==> src/rtl/wb_decoder_pkg.sv <==
// Shared definitions for the Caravel user-area Wishbone decoder.
// Holds slot indices, the user-area base, error response words,
// the FSM state encoding and the address-validity helper.
package wb_decoder_pkg;

  localparam logic [7:0] GPIO_SLOT      = 8'd0;
  localparam logic [7:0] LA_SLOT        = 8'd1;
  localparam logic [7:0] TEAM_SLOT_BASE = 8'd2;

  localparam logic [7:0] USER_BASE = 8'h30;

  localparam logic [31:0] ERR_DECODE_WORD  = 32'hBADD_ADD0;
  localparam logic [31:0] ERR_TIMEOUT_WORD = 32'hDEAD_BEEF;

  localparam int unsigned STATE_W = 2;
  localparam logic [STATE_W-1:0] ST_IDLE = 2'd0;
  localparam logic [STATE_W-1:0] ST_WAIT = 2'd1;
  localparam logic [STATE_W-1:0] ST_RESP = 2'd2;

  // Request targets the user area and a slot that actually exists.
  function automatic logic addr_valid(input logic [7:0] region,
                                      input logic [7:0] slot,
                                      input int unsigned num_slaves);
    return (region == USER_BASE) && (32'(slot) < num_slaves);
  endfunction

endpackage

==> src/rtl/wb_timeout_counter.sv <==
// Slave-ack watchdog for the Wishbone decoder.
// Ports:
//   clk, rst   : clock and synchronous active-high reset
//   clear      : restart counting (entry into WAIT)
//   run        : decoder is waiting on a slave
//   expired_c  : combinational; high in the LIMIT-th consecutive WAIT cycle
module wb_timeout_counter #(
  parameter int unsigned LIMIT = 255
) (
  input  logic clk,
  input  logic rst,
  input  logic clear,
  input  logic run,
  output logic expired_c
);

  localparam int unsigned CNT_W = 8;

  logic [CNT_W-1:0] cnt_q;

  // Counts completed WAIT cycles; parks at all-ones rather than wrapping.
  always_ff @(posedge clk) begin
    if (rst || clear) begin
      cnt_q <= '0;
    end else if (run && (cnt_q != {CNT_W{1'b1}})) begin
      cnt_q <= cnt_q + CNT_W'(1);
    end
  end

  assign expired_c = run && (cnt_q == CNT_W'(LIMIT - 1));

endmodule

==> src/rtl/wishbone_decoder.sv <==
// Caravel user-area Wishbone decoder: routes one master transaction to
// gpio_control_wrapper (slot 0), la_control_wrapper (slot 1) or a team
// wrapper (slots 2..NUM_TEAMS+1) selected by wbs_adr_i[23:16].
// Optional slave timeout is compiled in with WB_DECODER_TIMEOUT_EN.
// Ports:
//   wb_clk_i, wb_rst_i          : clock, synchronous active-high reset
//   wbs_stb/cyc/we/sel/dat/adr_i: master request
//   wbs_ack_o, wbs_dat_o        : master response (registered)
//   slv_stb_o                   : one-hot slave strobe (registered)
//   slv_ack_i, slv_dat_i        : per-slave ack and flattened read data
//   err_cnt_o                   : saturating error-response count
module wishbone_decoder
  import wb_decoder_pkg::*;
#(
  parameter int unsigned NUM_TEAMS      = 1,
  parameter int unsigned TIMEOUT_CYCLES = 255
) (
  input  logic                            wb_clk_i,
  input  logic                            wb_rst_i,
  input  logic                            wbs_stb_i,
  input  logic                            wbs_cyc_i,
  input  logic                            wbs_we_i,
  input  logic [3:0]                      wbs_sel_i,
  input  logic [31:0]                     wbs_dat_i,
  input  logic [31:0]                     wbs_adr_i,
  output logic                            wbs_ack_o,
  output logic [31:0]                     wbs_dat_o,
  output logic [NUM_TEAMS+1:0]            slv_stb_o,
  input  logic [NUM_TEAMS+1:0]            slv_ack_i,
  input  logic [32*(NUM_TEAMS+2)-1:0]     slv_dat_i,
  output logic [7:0]                      err_cnt_o
);

  localparam int unsigned NUM_SLAVES = NUM_TEAMS + 32'(TEAM_SLOT_BASE);
  localparam int unsigned DATA_W     = 32;
  localparam int unsigned ERR_W      = 8;

  logic [STATE_W-1:0]    state_q, state_d;
  logic [NUM_SLAVES-1:0] stb_q, stb_d;
  logic                  ack_q, ack_d;
  logic [DATA_W-1:0]     dat_q, dat_d;
  logic [ERR_W-1:0]      err_q, err_d;
  logic                  we_q, we_d;

  logic              req_c;
  logic              req_valid_c;
  logic              sel_ack_c;
  logic [DATA_W-1:0] sel_dat_c;
  logic              start_wait_c;
  logic              err_inc_c;
  logic              timeout_c;
  logic              unused_c;

  assign req_c       = wbs_stb_i && wbs_cyc_i;
  assign req_valid_c = addr_valid(wbs_adr_i[31:24], wbs_adr_i[23:16], NUM_SLAVES);

  // The registered one-hot strobe doubles as the latched slot, so masking
  // acks with it discards every non-selected slave's ack.
  assign sel_ack_c = |(slv_ack_i & stb_q);

  always_comb begin
    sel_dat_c = '0;
    for (int unsigned k = 0; k < NUM_SLAVES; k++) begin
      if (stb_q[k]) begin
        sel_dat_c = sel_dat_c | slv_dat_i[DATA_W*k +: DATA_W];
      end
    end
  end

`ifdef WB_DECODER_TIMEOUT_EN
  wb_timeout_counter #(
    .LIMIT(TIMEOUT_CYCLES)
  ) u_timeout (
    .clk       (wb_clk_i),
    .rst       (wb_rst_i),
    .clear     (start_wait_c),
    .run       (state_q == ST_WAIT),
    .expired_c (timeout_c)
  );
  assign unused_c = &{1'b0, wbs_sel_i, wbs_dat_i, wbs_adr_i[15:0]};
`else
  assign timeout_c = 1'b0;
  assign unused_c  = &{1'b0, wbs_sel_i, wbs_dat_i, wbs_adr_i[15:0],
                       timeout_c, 8'(TIMEOUT_CYCLES)};
`endif

  // Next-state and next-output logic.
  always_comb begin
    state_d      = state_q;
    stb_d        = stb_q;
    ack_d        = 1'b0;
    dat_d        = dat_q;
    err_d        = err_q;
    we_d         = we_q;
    start_wait_c = 1'b0;
    err_inc_c    = 1'b0;

    case (state_q)
      ST_IDLE: begin
        stb_d = '0;
        if (req_c) begin
          we_d = wbs_we_i;
          if (req_valid_c) begin
            state_d      = ST_WAIT;
            stb_d        = NUM_SLAVES'(1) << wbs_adr_i[23:16];
            start_wait_c = 1'b1;
          end else begin
            state_d   = ST_RESP;
            ack_d     = 1'b1;
            dat_d     = ERR_DECODE_WORD;
            err_inc_c = 1'b1;
          end
        end
      end

      ST_WAIT: begin
        // Abort outranks a same-cycle ack, which outranks a timeout.
        if (!wbs_cyc_i) begin
          state_d = ST_IDLE;
          stb_d   = '0;
        end else if (sel_ack_c) begin
          state_d = ST_RESP;
          stb_d   = '0;
          ack_d   = 1'b1;
          dat_d   = we_q ? '0 : sel_dat_c;
        end else if (timeout_c) begin
          state_d   = ST_RESP;
          stb_d     = '0;
          ack_d     = 1'b1;
          dat_d     = ERR_TIMEOUT_WORD;
          err_inc_c = 1'b1;
        end
      end

      ST_RESP: begin
        state_d = ST_IDLE;
        stb_d   = '0;
      end

      default: begin
        state_d = ST_IDLE;
        stb_d   = '0;
      end
    endcase

    if (err_inc_c && (err_q != {ERR_W{1'b1}})) begin
      err_d = err_q + ERR_W'(1);
    end
  end

  // State and registered outputs.
  always_ff @(posedge wb_clk_i) begin
    if (wb_rst_i) begin
      state_q <= ST_IDLE;
      stb_q   <= '0;
      ack_q   <= 1'b0;
      dat_q   <= '0;
      err_q   <= '0;
      we_q    <= 1'b0;
    end else begin
      state_q <= state_d;
      stb_q   <= stb_d;
      ack_q   <= ack_d;
      dat_q   <= dat_d;
      err_q   <= err_d;
      we_q    <= we_d;
    end
  end

  assign wbs_ack_o = ack_q;
  assign wbs_dat_o = dat_q;
  assign slv_stb_o = stb_q;
  assign err_cnt_o = err_q;

endmodule

==> config.mk <==
export PLATFORM = sky130hd
export DESIGN_NAME = wishbone_decoder
export DESIGN_NICKNAME = d
export VERILOG_FILES = /design/src/rtl/wb_decoder_pkg.sv /design/src/rtl/wb_timeout_counter.sv /design/src/rtl/wishbone_decoder.sv
export SDC_FILE = /design/constraint.sdc
export NUM_CORES = 1
export LEC_CHECK = 0
export ABC_AREA = 0
export ABC_CLOCK_PERIOD_IN_PS = 5200
export CAP_MARGIN = 20
export CORE_UTILIZATION = 35
export CTS_CLUSTER_SIZE = 16
export DETAILED_ROUTE_END_ITERATION = 7
export GPL_ROUTABILITY_DRIVEN = 0
export MAX_ROUTING_LAYER = met4
export PLACE_DENSITY_LB_ADDON = 0.3
export SLEW_MARGIN = 40
export SYNTH_ARGS = -nofsm -noshare
export SYNTH_HDL_FRONTEND = slang
export SYNTH_SLANG_ARGS = --single-unit
==> constraint.sdc <==
create_clock -name wb_clk_i -period 5.2 [get_ports wb_clk_i]
set_input_delay 0.52 -clock wb_clk_i [delete_from_list [all_inputs] [get_ports wb_clk_i]]
set_output_delay 0.52 -clock wb_clk_i [all_outputs]
set_load 0.05 [all_outputs]
Word level (Yosys, flattened, before mapping)
Index checks and enable logic that the tools add are counted.
- $add $sub $neg: 1
- multiply operators: 0
- divide/modulo/power cells: 0
- $lt $le $gt $ge: 1
- equal/unequal tests: 8
- shift operators: 1
- multiplexer cells: 25
- bitwise gates (word level): 3
- reduce and logical (&&, ||, !) cells: 9
- operator list (operator ; count):
    $mux W32 ; 8
    $or A32 B32 Y32 ; 2
    $pmux W32 S2 ; 1
    $mux W3 ; 4
    $add A8 B1 Y8 const B ; 1
    $eq A8 B6 Y1 const B ; 1
    $lt A8 B2 Y1 const B ; 1
    $mux W2 ; 4
    $ne A2 B2 Y1 const B ; 4
    $ne A8 B8 Y1 const B ; 1
    $shl A1 B8 Y3 const A ; 1
    $pmux W3 S2 ; 1
    $mux W1 ; 5
    $reduce_and A5 Y1 ; 1
    $pmux W2 S2 ; 1
    $reduce_and A2 Y1 ; 2
    $and A3 B3 Y3 ; 1
    $logic_and A1 B1 Y1 ; 3
    $ne A3 B3 Y1 const B ; 1
    $reduce_or A3 Y1 ; 1
    $eq A2 B1 Y1 const B ; 1
    $logic_not A2 Y1 ; 1
    $pmux W1 S2 ; 1
    $reduce_bool A2 Y1 ; 1
- bits in registers: 47
- bits in latches: 0
- RAM bits: 0
- bits in read-only memories: 0
- bits of input ports: 172
- output and inout port bits: 44
- word-level logic and storage cells: 54
- memories: 0

Longest topological paths before layout
Gate-level depths: netlist of the first run.
- depth after elaboration: 9
- depth in mapped cells: 7
- gate-level depth less buffers: 4

Worst setup path after synthesis of the first run
Ideal clock, no wire load.
- kind: in2reg
- from: in wbs_adr_i[23]
- to: reg dat_q[0], in the netlist wbs_dat_o[0]
- library setup time: 0.121 ns
- arrival time: 2.037 ns
- required time: 5.079 ns
- slack: 3.042 ns
- stages: 5
- path buffers: 1
- cells stage by stage: or4_4 -> nor4_4 -> o21ai_2 -> buf_6 -> mux2_4
- word-level cells in the longest chain between the ends: 4
- RTL lines (element ; line ; RTL):
    start, declared ; wishbone_decoder.sv:25 ; input logic [31:0] wbs_adr_i,
    $lt A8 B2 Y1 ; wb_decoder_pkg.sv:24 ; return (region == USER_BASE) && (32'(slot) < num_slaves);
    $logic_and A1 B1 Y1 ; wb_decoder_pkg.sv:24 ;
    $ne A2 B2 Y1 (no source line) ; -- ;
    $reduce_and A5 Y1 (no source line) ; -- ;
    end signal, assigned ; wishbone_decoder.sv:164 ; dat_q <= dat_d;
    end, declared ; wishbone_decoder.sv:41 ; logic [DATA_W-1:0] dat_q, dat_d;
No other way between the ends.
A chain may end at the register's enable or synchronous reset.

Worst setup path after layout of the first run
- from: in wbs_adr_i[23]
- to: reg err_q[6], in the netlist err_cnt_o[6]
- word-level cells in the longest chain between the ends: 6
- RTL lines (element ; line ; RTL):
    $lt A8 B2 Y1 ; wb_decoder_pkg.sv:24 ;
    $logic_and A1 B1 Y1 ; wb_decoder_pkg.sv:24 ;
    $mux W1 ; wishbone_decoder.sv:103 ; if (req_valid_c) begin
    $mux W1 ; wishbone_decoder.sv:101 ; if (req_c) begin
    $mux W1 ; -- ;
    $logic_and A1 B1 Y1 ; wishbone_decoder.sv:146 ; if (err_inc_c && (err_q != {ERR_W{1'b1}})) begin
    end signal, assigned ; wishbone_decoder.sv:165 ; err_q <= err_d;
    end, declared ; wishbone_decoder.sv:42 ; logic [ERR_W-1:0] err_q, err_d;
No other way between the ends.

==> results.py, run 1 <==
metrics = {
    "status": {
        "run_status": "complete, no violations",
    },
    "power_and_ir_drop": {
        "sw_frac_of_total_pct": 24.82,
        "switching_power_uw": 210.6,
        "p_clk_share_pct": 32.6,
        "cellInternalPower_uw": 638.0,
        "vdd_ir_drop_max_mv": 0.09241,
        "seqPwrFrac_pct": 44.8,
        "p_per_area_mw_per_mm2": 196.4,
        "power.leakage_uw": 0.001544,
        "design_power_total_uw": 848.6,
        "comb_power_share_pct": 22.6,
    },
    "run": {
        "maxcap_viol_count": 0,
    },
    "clock_network": {
        "number_of_buffers_inserted_to_repair_setup_after_cts": 0,
        "cts_inserted_buffers": 5,
        "max-clock-path-buffers": 2,
        "htree_levels": 2,
        "tritoncts_num_sinks": 47,
        "clock_latency_ns": 0.30,
        "clock_tree_from_tritoncts": "done",
        "cts.reportedPaths.clkPinSlew_ns": 0.09,
        "cts_hold_buf": 0,
        "clk_root_buffer_cell": "clkbuf_8",
        "postCtsResizedCells": 0,
    },
    "worst_setup_path": {
        "kind_of_critical_path": "in2reg",
        "cp_cell_sequence": "clkdlybuf4s50_1 > or4_4 > nor4_4 > nand2b_2 > o221a_2",
        "setup_crit_start": "wbs_adr_i[23]",
        "cpPeakStageDelay_ns": 0.73,
        "crit_arrival_ns": 3.04,
        "r2r-start": "slv_stb_o[0]$_SDFFE_PP0P_",
        "critical-path-top-delay-family": "simple AND/OR/NAND/NOR gates",
        "critical-path-slowest-cell": "nor4_4",
        "crit_fanout": 21,
        "worstPathRequired_ns": 5.45,
        "timing.critical_path.from_type": "input pin",
        "timing.reg2reg.setup_slack_ns": 2.88,
        "worst-path-buf-inv": 1,
        "timing.critical_path.to_type": "flop",
    },
    "die": {
        "core_area_mm2": 0.006869,
        "die_height_um": 86.98,
        "fp.dieArea_mm2": 0.007565,
        "die-width_um": 86.98,
        "io-pin-count": 216,
        "initial_cell_density_of_the_core_pct": 36.79,
        "num_rows": 30,
    },
    "sta": {
        "final.setup_skew_ns": 0.01112,
        "top_achievable_clock_speed_ghz": 0.3584,
        "hold_viol": 0,
        "final.min_clock_period_ns": 2.790,
        "postLayoutSetupSlackWorst_ns": 2.410,
        "setup_repair_after_global_routing_missed_its_margin": "no",
        "worst_pin_slew_ns": 0.8038,
        "setup_total_negative_slack_ns": 0,
        "final_min_period_over_clock_period_pct": 53.65,
        "slew_headroom_pct": 46.01,
        "setup_viol": 0,
        "slew_viol_final": 0,
    },
    "global_routing": {
        "grtUsageTotal_pct": 22.28,
        "maximum_number_of_pins_on_one_net_before_global_route_repair": 35,
        "met3_usage_pct": 5.498,
        "grt_met1_use_pct": 24.50,
        "grtUsageMet2_pct": 40.37,
        "grt_antenna_before_repair": 0,
        "via_count_of_the_first_global_routing_pass": 2798,
        "final_global_route_overflow_total": 0,
        "busiest_layer": "met2",
        "wire_length_of_the_first_global_routing_pass_um": 12810,
    },
    "route": {
        "count_of_tritonroute_iterations_in_the_first_routing_pass": 6,
        "route.vias.total": 2932,
        "ant_nets": 0,
        "first_iter_violations": 223,
        "drt-total-wl_um": 8300,
        "route.detailed.wl_per_inst_um": 15.51,
        "detail_route.vias_per_cell": 5.480,
        "route.detailed.drc": 0,
    },
    "yosys": {
        "synth_area_per_cell_um2": 8.715,
        "yosys_warnings": 0,
        "netlist_area_mm2": 0.002527,
        "ys_seq_area_share_pct": 37.23,
        "synth_async_sr_flop_share_pct": 0,
        "yosysTopAreaCell": "dfxtp_1",
        "synth_cells": 290,
        "synthTopCellsByArea": "dfxtp_1, a222oi_1, nor2_1, mux2_4, a21oi_1",
        "post_synth_num_cell_types": 42,
        "synthDominantCellAreaShare_pct": 37.23,
        "synth_ff_type": "dfxtp_1",
        "ys_ff_latch": 47,
        "synth-edff-count": 0,
        "synth_nets": 463,
    },
    "cells_and_area": {
        "area_delta_synth_final_pct": 70.99,
        "final_cell_count_no_fill": 535,
        "layout.nets": 611,
        "final_layout_size_suffix_gt1_share_pct": 7.745,
        "design_area_mm2": 0.004322,
        "antenna_cells_inserted": 0,
    },
    "placed_design": {
        "detailed_place.area_mm2": 0.004202,
        "count_of_buffers_from_port_buffering": 163,
        "numPlacedInstances": 527,
        "place.detailed.hpwl_um": 5884,
        "post-place-ws_ns": 1.807,
    },
    "hold_path": {
        "hp-start": "err_cnt_o[1]$_SDFFE_PP0P_",
        "holdCritPathClass": "reg2reg",
    },
}
==> worst min-delay path, cell delays in order, from the launching register on <==
cell	delay, ns
dfxtp_1	0.35
nand2_1	0.07
mux2i_1	0.05
==> placed cells by master, fill, tap and decap left out, drive strengths merged, types with 2 or more instances in the layout <==
master and n:
nand2 10, dfxtp 47, o21ai 21, nand4 2, clkbuf 6, buf 5, inv 4, nor2b 15
nand2b 2, or4 6, a32o 3, and4 2, a222oi 33, clkdlybuf4s50 163, nand4bb 2, mux2 14
and4b 2, a21oi 25, nor2 53, nand3 2, nor4 3, o31ai 3
==> path summary, 6_finish.rpt <==
path,end,depth (start not counted)
setup / recovery,err_cnt_o[6]$_SDFFE_PP0P_,5
hold / removal,err_cnt_o[1]$_SDFFE_PP0P_,2
hold reg to reg,err_cnt_o[1]$_SDFFE_PP0P_,2
setup reg to reg,wbs_dat_o[12]$_SDFFE_PP0P_,4
==> routing by layer <==
layer  vias to the layer above  routed length [um]
li1                       1412                   -
met1                      1379                3373
met2                       132                4142
met4                         0                  62
met3                         9                 721
met5                         -                   0
==> layout make-up <==
class                      instances  area [um^2]
inverter                           4        15.01
fill                             608         2547
clock inverter                     2        35.03
multi-input combinational        212         1459
sequential                        47        940.9
clock buffer                       6        82.58
tap                               96        120.1
timing repair buffer             168         1669
==> synthesized netlist by cell type (all sizes together), types with 2 or more instances <==
| cell type | n |
|---|---|
| inv | 4 |
| o21ai | 21 |
| nand4bb | 2 |
| dfxtp | 47 |
| a32o | 3 |
| buf | 4 |
| clkbuf | 23 |
| nand2 | 10 |
| and4b | 2 |
| mux2 | 14 |
| nand2b | 2 |
| nand3 | 2 |
| nand4 | 2 |
| nor2b | 15 |
| a21oi | 25 |
| a222oi | 33 |
| or4 | 6 |
| and4 | 2 |
| o31ai | 3 |
| nor4 | 3 |
| nor2 | 53 |
==> stage by stage <==
stage,hold WS (ns),utilization [%]
2_1_floorplan,0.5611,-
3_3_place_gp,0.4853,61.06
3_5_place_dp,0.4958,61.17
4_1_cts,0.5106,62.88
5_1_grt,0.5347,62.91
6_report,0.5089,62.91
==> cell families (layout without fill, tap and decap cells) <==
family	count (synthesis)	count (layout)	share of synthesized area, %
DFF	47	47	37.23
AOI/OAI and AO/OA	92	92	26.88
muxes	15	15	8.119
buffers and inverters	31	180	5.445
adders and majority gates	1	1	0.4950
and+or+nand+nor	104	104	21.83
==> registers in the layout, indices dropped and copies added, names as in the netlist <==
name	flops
wbs_dat_o	32
err_cnt_o	8
slv_stb_o	3
state_q	2
wbs_ack_o	1
we_q	1
==> power by group through the flow <==
| stage | registers (uW) | logic, uW | clock network, uW |
|---|---|---|---|
| 2_1_floorplan | 427 | 33.4 | 0 |
| 3_3_place_gp | 388 | 189 | 0 |
| 3_5_place_dp | 389 | 193 | 0 |
| 4_1_cts | 380 | 193 | 283 |
| 5_1_grt | 383 | 202 | 299 |
| 6_report | 380 | 192 | 276 |
Note: power is estimated with default switching activity, not from simulation.
==> run 2: changes to the inputs <==
Settings changed: ABC_CLOCK_PERIOD_IN_PS 5200 to 2600, CORE_UTILIZATION 35 to 32.
Clock period 5.2 ns to 2.6 ns, I/O delays scaled along.
==> run 2 against run 1 <==
Effect of this change: core utilization fell by 6.2 points; non-clock buffer count rose by 8; sequential cell count stayed put; via count rose by 0.51%; critical path type unchanged; critical endpoint unchanged; largest cell class unchanged; largest power group unchanged.
==> results.py, run 2 (same netlist as run 1, synthesis figures left out) <==
metrics = {
    "hold_path": {
        "holdCritPathClass": "reg2reg",
    },
    "sta": {
        "setup_total_negative_slack_ns": 0,
        "final.min_clock_period_ns": 2.114,
        "slew_headroom_pct": 54.24,
        "postLayoutSetupSlackWorst_ns": 0.4861,
        "final_min_period_over_clock_period_pct": 81.30,
        "worst_pin_slew_ns": 0.6856,
        "top_achievable_clock_speed_ghz": 0.4731,
        "setup_viol": 0,
        "final.setup_skew_ns": 0.006284,
        "hold_viol": 0,
        "slew_viol_final": 0,
        "setup_repair_after_global_routing_missed_its_margin": "no",
    },
    "cells_and_area": {
        "fraction_of_the_core_area_covered_by_cells_at_the_end_of_the_flow_pct": 56.74,
        "final_layout_size_suffix_gt1_share_pct": 9.641,
        "area_delta_synth_final_pct": 72.57,
        "antenna_cells_inserted": 0,
        "layout.nets": 619,
        "layout_common_cells": "clkdlybuf4s50_1, nor2_1, dfxtp_1",
        "largest_reg_flops": 32,
        "final_common_cell": "clkdlybuf4s50_1",
    },
    "power_and_ir_drop": {
        "p_per_area_mw_per_mm2": 365.8,
        "design_power_total_uw": 1596,
        "vdd_ir_drop_max_mv": 0.1499,
        "power.leakage_uw": 0.001580,
    },
    "clock_network": {
        "clock_latency_ns": 0.30,
        "clock_tree_from_tritoncts": "done",
        "cts_hold_buf": 0,
        "cts.reportedPaths.clkPinSlew_ns": 0.08,
        "number_of_buffers_inserted_to_repair_setup_after_cts": 0,
        "clk_root_buffer_cell": "clkbuf_8",
        "postCtsResizedCells": 0,
        "cts_inserted_buffers": 5,
        "htree_levels": 2,
        "tritoncts_num_sinks": 47,
        "max-clock-path-buffers": 2,
    },
    "placed_design": {
        "count_of_buffers_from_port_buffering": 163,
        "place.detailed.hpwl_um": 6181,
        "post-place-ws_ns": 0.1653,
    },
    "route": {
        "count_of_tritonroute_iterations_in_the_first_routing_pass": 5,
        "route.vias.total": 2947,
        "detail_route.vias_per_cell": 5.378,
        "drt-total-wl_um": 8556,
        "first_iter_violations": 178,
        "route.detailed.wl_per_inst_um": 15.61,
        "route.detailed.drc": 0,
        "ant_nets": 0,
    },
    "die": {
        "io-pin-count": 216,
        "die-width_um": 90.87,
        "num_rows": 32,
        "fp.dieArea_mm2": 0.008257,
        "initial_cell_density_of_the_core_pct": 32.88,
        "core_area_mm2": 0.007687,
        "die_height_um": 90.87,
    },
    "global_routing": {
        "grt_antenna_before_repair": 0,
        "maximum_number_of_pins_on_one_net_before_global_route_repair": 35,
        "grtUsageTotal_pct": 21.80,
        "via_count_of_the_first_global_routing_pass": 2919,
        "wire_length_of_the_first_global_routing_pass_um": 13990,
        "final_global_route_overflow_total": 0,
    },
    "worst_setup_path": {
        "timing.critical_path.from_type": "input pin",
        "worstPathRequired_ns": 2.84,
        "kind_of_critical_path": "in2reg",
        "crit_fanout": 21,
        "crit_arrival_ns": 2.35,
        "timing.critical_path.to_type": "flop",
        "timing.reg2reg.setup_slack_ns": 0.77,
    },
    "status": {
        "run_status": "complete, no violations",
    },
    "run": {
        "maxcap_viol_count": 0,
    },
}
## run 2: cell types whose count changed in the layout (fill, tap and decap cells not counted), sizes merged
cell	previous run	this run
buf	5	16
bufinv	1	0
clkdlybuf4s50	163	160
## run 2: stage by stage
step | area (um^2) | hold WS [ns] | cells
6_report | 4362 | 0.5104 | 548
5_1_grt | 4362 | 0.5383 | 548
4_1_cts | 4362 | 0.5083 | 548
3_5_place_dp | 4274 | 0.4938 | 541
3_3_place_gp | 4267 | 0.4875 | 541
2_1_floorplan | 2527 | 0.3960 | 290
## run 2: path summary, 6_finish.rpt
kind / endpoint / cells after the start / from
setup reg to reg: err_cnt_o[5]$_SDFFE_PP0P_ / 5 / state_q[1]$_SDFFE_PP0P_
hold reg to reg: wbs_dat_o[29]$_SDFFE_PP0P_ / 2 / wbs_dat_o[29]$_SDFFE_PP0P_
hold / removal: wbs_dat_o[29]$_SDFFE_PP0P_ / 2 / wbs_dat_o[29]$_SDFFE_PP0P_
setup / recovery: err_cnt_o[6]$_SDFFE_PP0P_ / 7 / wbs_adr_i[23]
## run 2: report_power, final
group / switching [uW] / total, uW / leakage, uW / internal (uW)
Sequential: 13.4 / 757 / 0.000383 / 744
Combinational: 168 / 395 / 0.00115 / 227
Clock: 234 / 443 / 0.0000470 / 209
## run 2: worst max-delay path, cell delays in order
cell and delay, ns:
clkdlybuf4s50_1 0.40, or4_4 0.55, nor4_4 0.43, buf_4 0.20, nand2b_1 0.15, buf_12 0.17
o221a_2 0.19
## run 2: layout make-up
class	count	area, um^2
multi-input cells	212	1456
clock inverters	1	5.005
flip-flops and latches	47	940.9
repair buffers	176	1734
inverters	4	15.01
well taps	102	127.6
fillers	731	3326
clock buffers	6	82.58
## run 2: routing by layer
| metal | GRT usage, % | vias to the layer above | part of all wire (%) |
|---|---|---|---|
| li1 | - | 1427 | - |
| met1 | 25.22 | 1382 | 41 |
| met2 | 38.64 | 131 | 51 |
| met3 | 3.788 | 7 | 6.6 |
| met4 | 6.085 | 0 | 1.0 |
| met5 | - | - | 0 |
==> run 3: changes to the inputs <==
Settings changed: ABC_CLOCK_PERIOD_IN_PS 2600 to 1800, CORE_UTILIZATION 32 to 29.
Clock period 2.6 ns to 1.8 ns, I/O delays scaled along.
==> run 3 against run 2 <==
Effect of this change: final cell count is 3.8% higher; clock skew fell by 0.0025 ns; total power is 56% higher; sequential power rose by 44%; hold slack worse by 0.042 ns; core utilization is 1.5 points lower; non-clock buffer count rose by 16; wire length is 3.3% higher; clock power up 82%; critical path depth down 6; worst setup slack got worse by 0.42 ns.
==> results.py, run 3 (same netlist as run 1, synthesis figures left out) <==
metrics = {
    "worst_setup_path": {
        "timing.critical_path.to_type": "output port",
        "worstPathRequired_ns": 1.62,
        "worst-path-buf-inv": 1,
        "critical-path-top-delay-family": "buffers and inverters",
        "cpPeakStageDelay_ns": 0.84,
        "kind_of_critical_path": "reg2out",
        "critical-path-slowest-cell": "clkdlybuf4s50_1",
        "crit_arrival_ns": 1.55,
        "crit_fanout": 6,
        "cp_cell_sequence": "clkdlybuf4s50_1",
        "timing.critical_path.from_type": "flop",
    },
    "route": {
        "route.vias.total": 2985,
        "detail_route.vias_per_cell": 5.246,
        "count_of_tritonroute_iterations_in_the_first_routing_pass": 5,
        "route.detailed.drc": 0,
        "ant_nets": 0,
        "drt-total-wl_um": 8835,
        "route.detailed.wl_per_inst_um": 15.53,
        "first_iter_violations": 172,
    },
    "power_and_ir_drop": {
        "comb_power_share_pct": 23.6,
        "p_per_area_mw_per_mm2": 538.9,
        "vdd_ir_drop_max_mv": 0.2716,
        "p_clk_share_pct": 32.4,
        "seqPwrFrac_pct": 44.0,
        "sw_frac_of_total_pct": 25.02,
        "switching_power_uw": 620.7,
        "cellInternalPower_uw": 1861,
        "power.leakage_uw": 0.001744,
    },
    "cells_and_area": {
        "layout.nets": 636,
        "antenna_cells_inserted": 0,
        "fillers": 773,
        "final_layout_size_suffix_gt1_share_pct": 15.52,
        "final_common_cell": "clkdlybuf4s50_1",
        "layout_common_cells": "clkdlybuf4s50_1, nor2_1, dfxtp_1",
        "largest_reg_flops": 32,
        "area_delta_synth_final_pct": 82.18,
    },
    "clock_network": {
        "cts_hold_buf": 0,
        "clock_tree_from_tritoncts": "done",
        "tritoncts_num_sinks": 47,
        "cts_inserted_buffers": 5,
        "htree_levels": 2,
        "clock_latency_ns": 0.30,
        "clk_root_buffer_cell": "clkbuf_8",
        "max-clock-path-buffers": 2,
        "cts.reportedPaths.clkPinSlew_ns": 0.08,
    },
    "die": {
        "initial_cell_density_of_the_core_pct": 30.30,
        "io-pin-count": 216,
        "num_rows": 33,
        "die-width_um": 95.36,
        "die_height_um": 95.36,
        "core_area_mm2": 0.008341,
        "fp.dieArea_mm2": 0.009093,
    },
    "global_routing": {
        "grt_antenna_before_repair": 0,
        "via_count_of_the_first_global_routing_pass": 2805,
        "final_global_route_overflow_total": 0,
        "maximum_number_of_pins_on_one_net_before_global_route_repair": 35,
        "grtUsageTotal_pct": 19.55,
        "wire_length_of_the_first_global_routing_pass_um": 13320,
    },
    "sta": {
        "top_achievable_clock_speed_ghz": 0.5766,
        "fin_hold_ws_ns": 0.4681,
        "worst_pin_slew_ns": 0.5408,
        "setup_repair_after_global_routing_missed_its_margin": "yes",
        "final.setup_skew_ns": 0.003755,
        "final.min_clock_period_ns": 1.734,
        "hold_viol": 0,
        "setup_total_negative_slack_ns": 0,
        "slew_viol_final": 0,
        "final_min_period_over_clock_period_pct": 96.35,
        "setup_viol": 0,
        "slew_headroom_pct": 63.84,
    },
    "placed_design": {
        "count_of_buffers_from_port_buffering": 163,
        "place.detailed.hpwl_um": 6684,
    },
    "hold_path": {
        "holdCritPathClass": "in2reg",
    },
    "status": {
        "run_status": "complete, no violations",
    },
    "run": {
        "maxcap_viol_count": 0,
    },
}
==> run 3: cell types whose count changed in the layout (fill, tap and decap cells not counted), moves of 3 or more <==
| cell | change |
|---|---|
| clkdlybuf4s50_1 | -6 |
| dfxtp_2 | +5 |
| dfxtp_1 | -8 |
| buf_4 | +11 |
| buf_12 | +3 |
| dfxtp_4 | +3 |
| dlymetal6s2s_1 | +4 |
==> run 3: power groups by stage <==
| stage | logic, uW | registers [uW] | clock network, uW |
|---|---|---|---|
| 2_1_floorplan | 97.6 | 1230 | 0 |
| 3_3_place_gp | 576 | 1110 | 0 |
| 3_5_place_dp | 584 | 1120 | 0 |
| 4_1_cts | 587 | 1090 | 828 |
| 5_1_grt | 621 | 1100 | 866 |
| 6_report | 584 | 1090 | 805 |
==> run 3: worst paths after layout <==
check / startpoint / endpoint / slack, ns / depth (start not counted)
worst max-delay path: err_cnt_o[2]$_SDFFE_PP0P_ / err_cnt_o[2] / 0.07 / 1
worst min-delay path: wbs_adr_i[21] / state_q[0]$_SDFFE_PP0P_ / 0.47 / 6
worst max register to register: state_q[1]$_SDFFE_PP0P_ / err_cnt_o[5]$_SDFFE_PP0P_ / 0.09 / 5
worst min register to register: err_cnt_o[5]$_SDFFE_PP0P_ / err_cnt_o[5]$_SDFFE_PP0P_ / 0.50 / 2
==> run 3: stage by stage <==
| stage | util, % | setup slack, ns | cells | cell area, um^2 | power [uW] |
|---|---|---|---|---|---|
| floorplan | - | -0.1688 | 290 | 2572 | 1327 |
| global placement | 53.12 | -0.4117 | 557 | 4431 | 1690 |
| detailed placement | 53.12 | -0.4244 | 557 | 4431 | 1700 |
| CTS | 55.03 | 0.003040 | 569 | 4589 | 2508 |
| global route | 55.21 | -0.0006979 | 569 | 4604 | 2584 |
| finish | 55.21 | 0.06574 | 569 | 4604 | 2481 |
==> run 3: repair_timing <==
item	in CTS	in global routing
setup endpoints to repair	32	31
gates resized for setup	5	6
pin swaps	3	4
setup buffers	2	0
cloned	2	0
hold endpoints to repair	0	0
==> run 3: metal layers <==
layer / up-vias / part of all wire, % / track usage (%)
li1: 1462 / - / -
met1: 1365 / 42 / 22.73
met2: 149 / 47 / 34.40
met3: 9 / 9.7 / 4.545
met4: 0 / 0.77 / 3.535
met5: - / 0 / -
==> run 3: final cells by class <==
class / count / area [um^2] / area share (%)
multi-input combinational: 213 / 1481 / 32.17
timing repair buffer: 192 / 1901 / 41.28
sequential: 47 / 958.4 / 20.82
clock inverter: 2 / 35.03 / 0.7609
clock buffer: 6 / 82.58 / 1.793
inverter: 4 / 15.01 / 0.3261
tap: 105 / 131.4 / 2.853
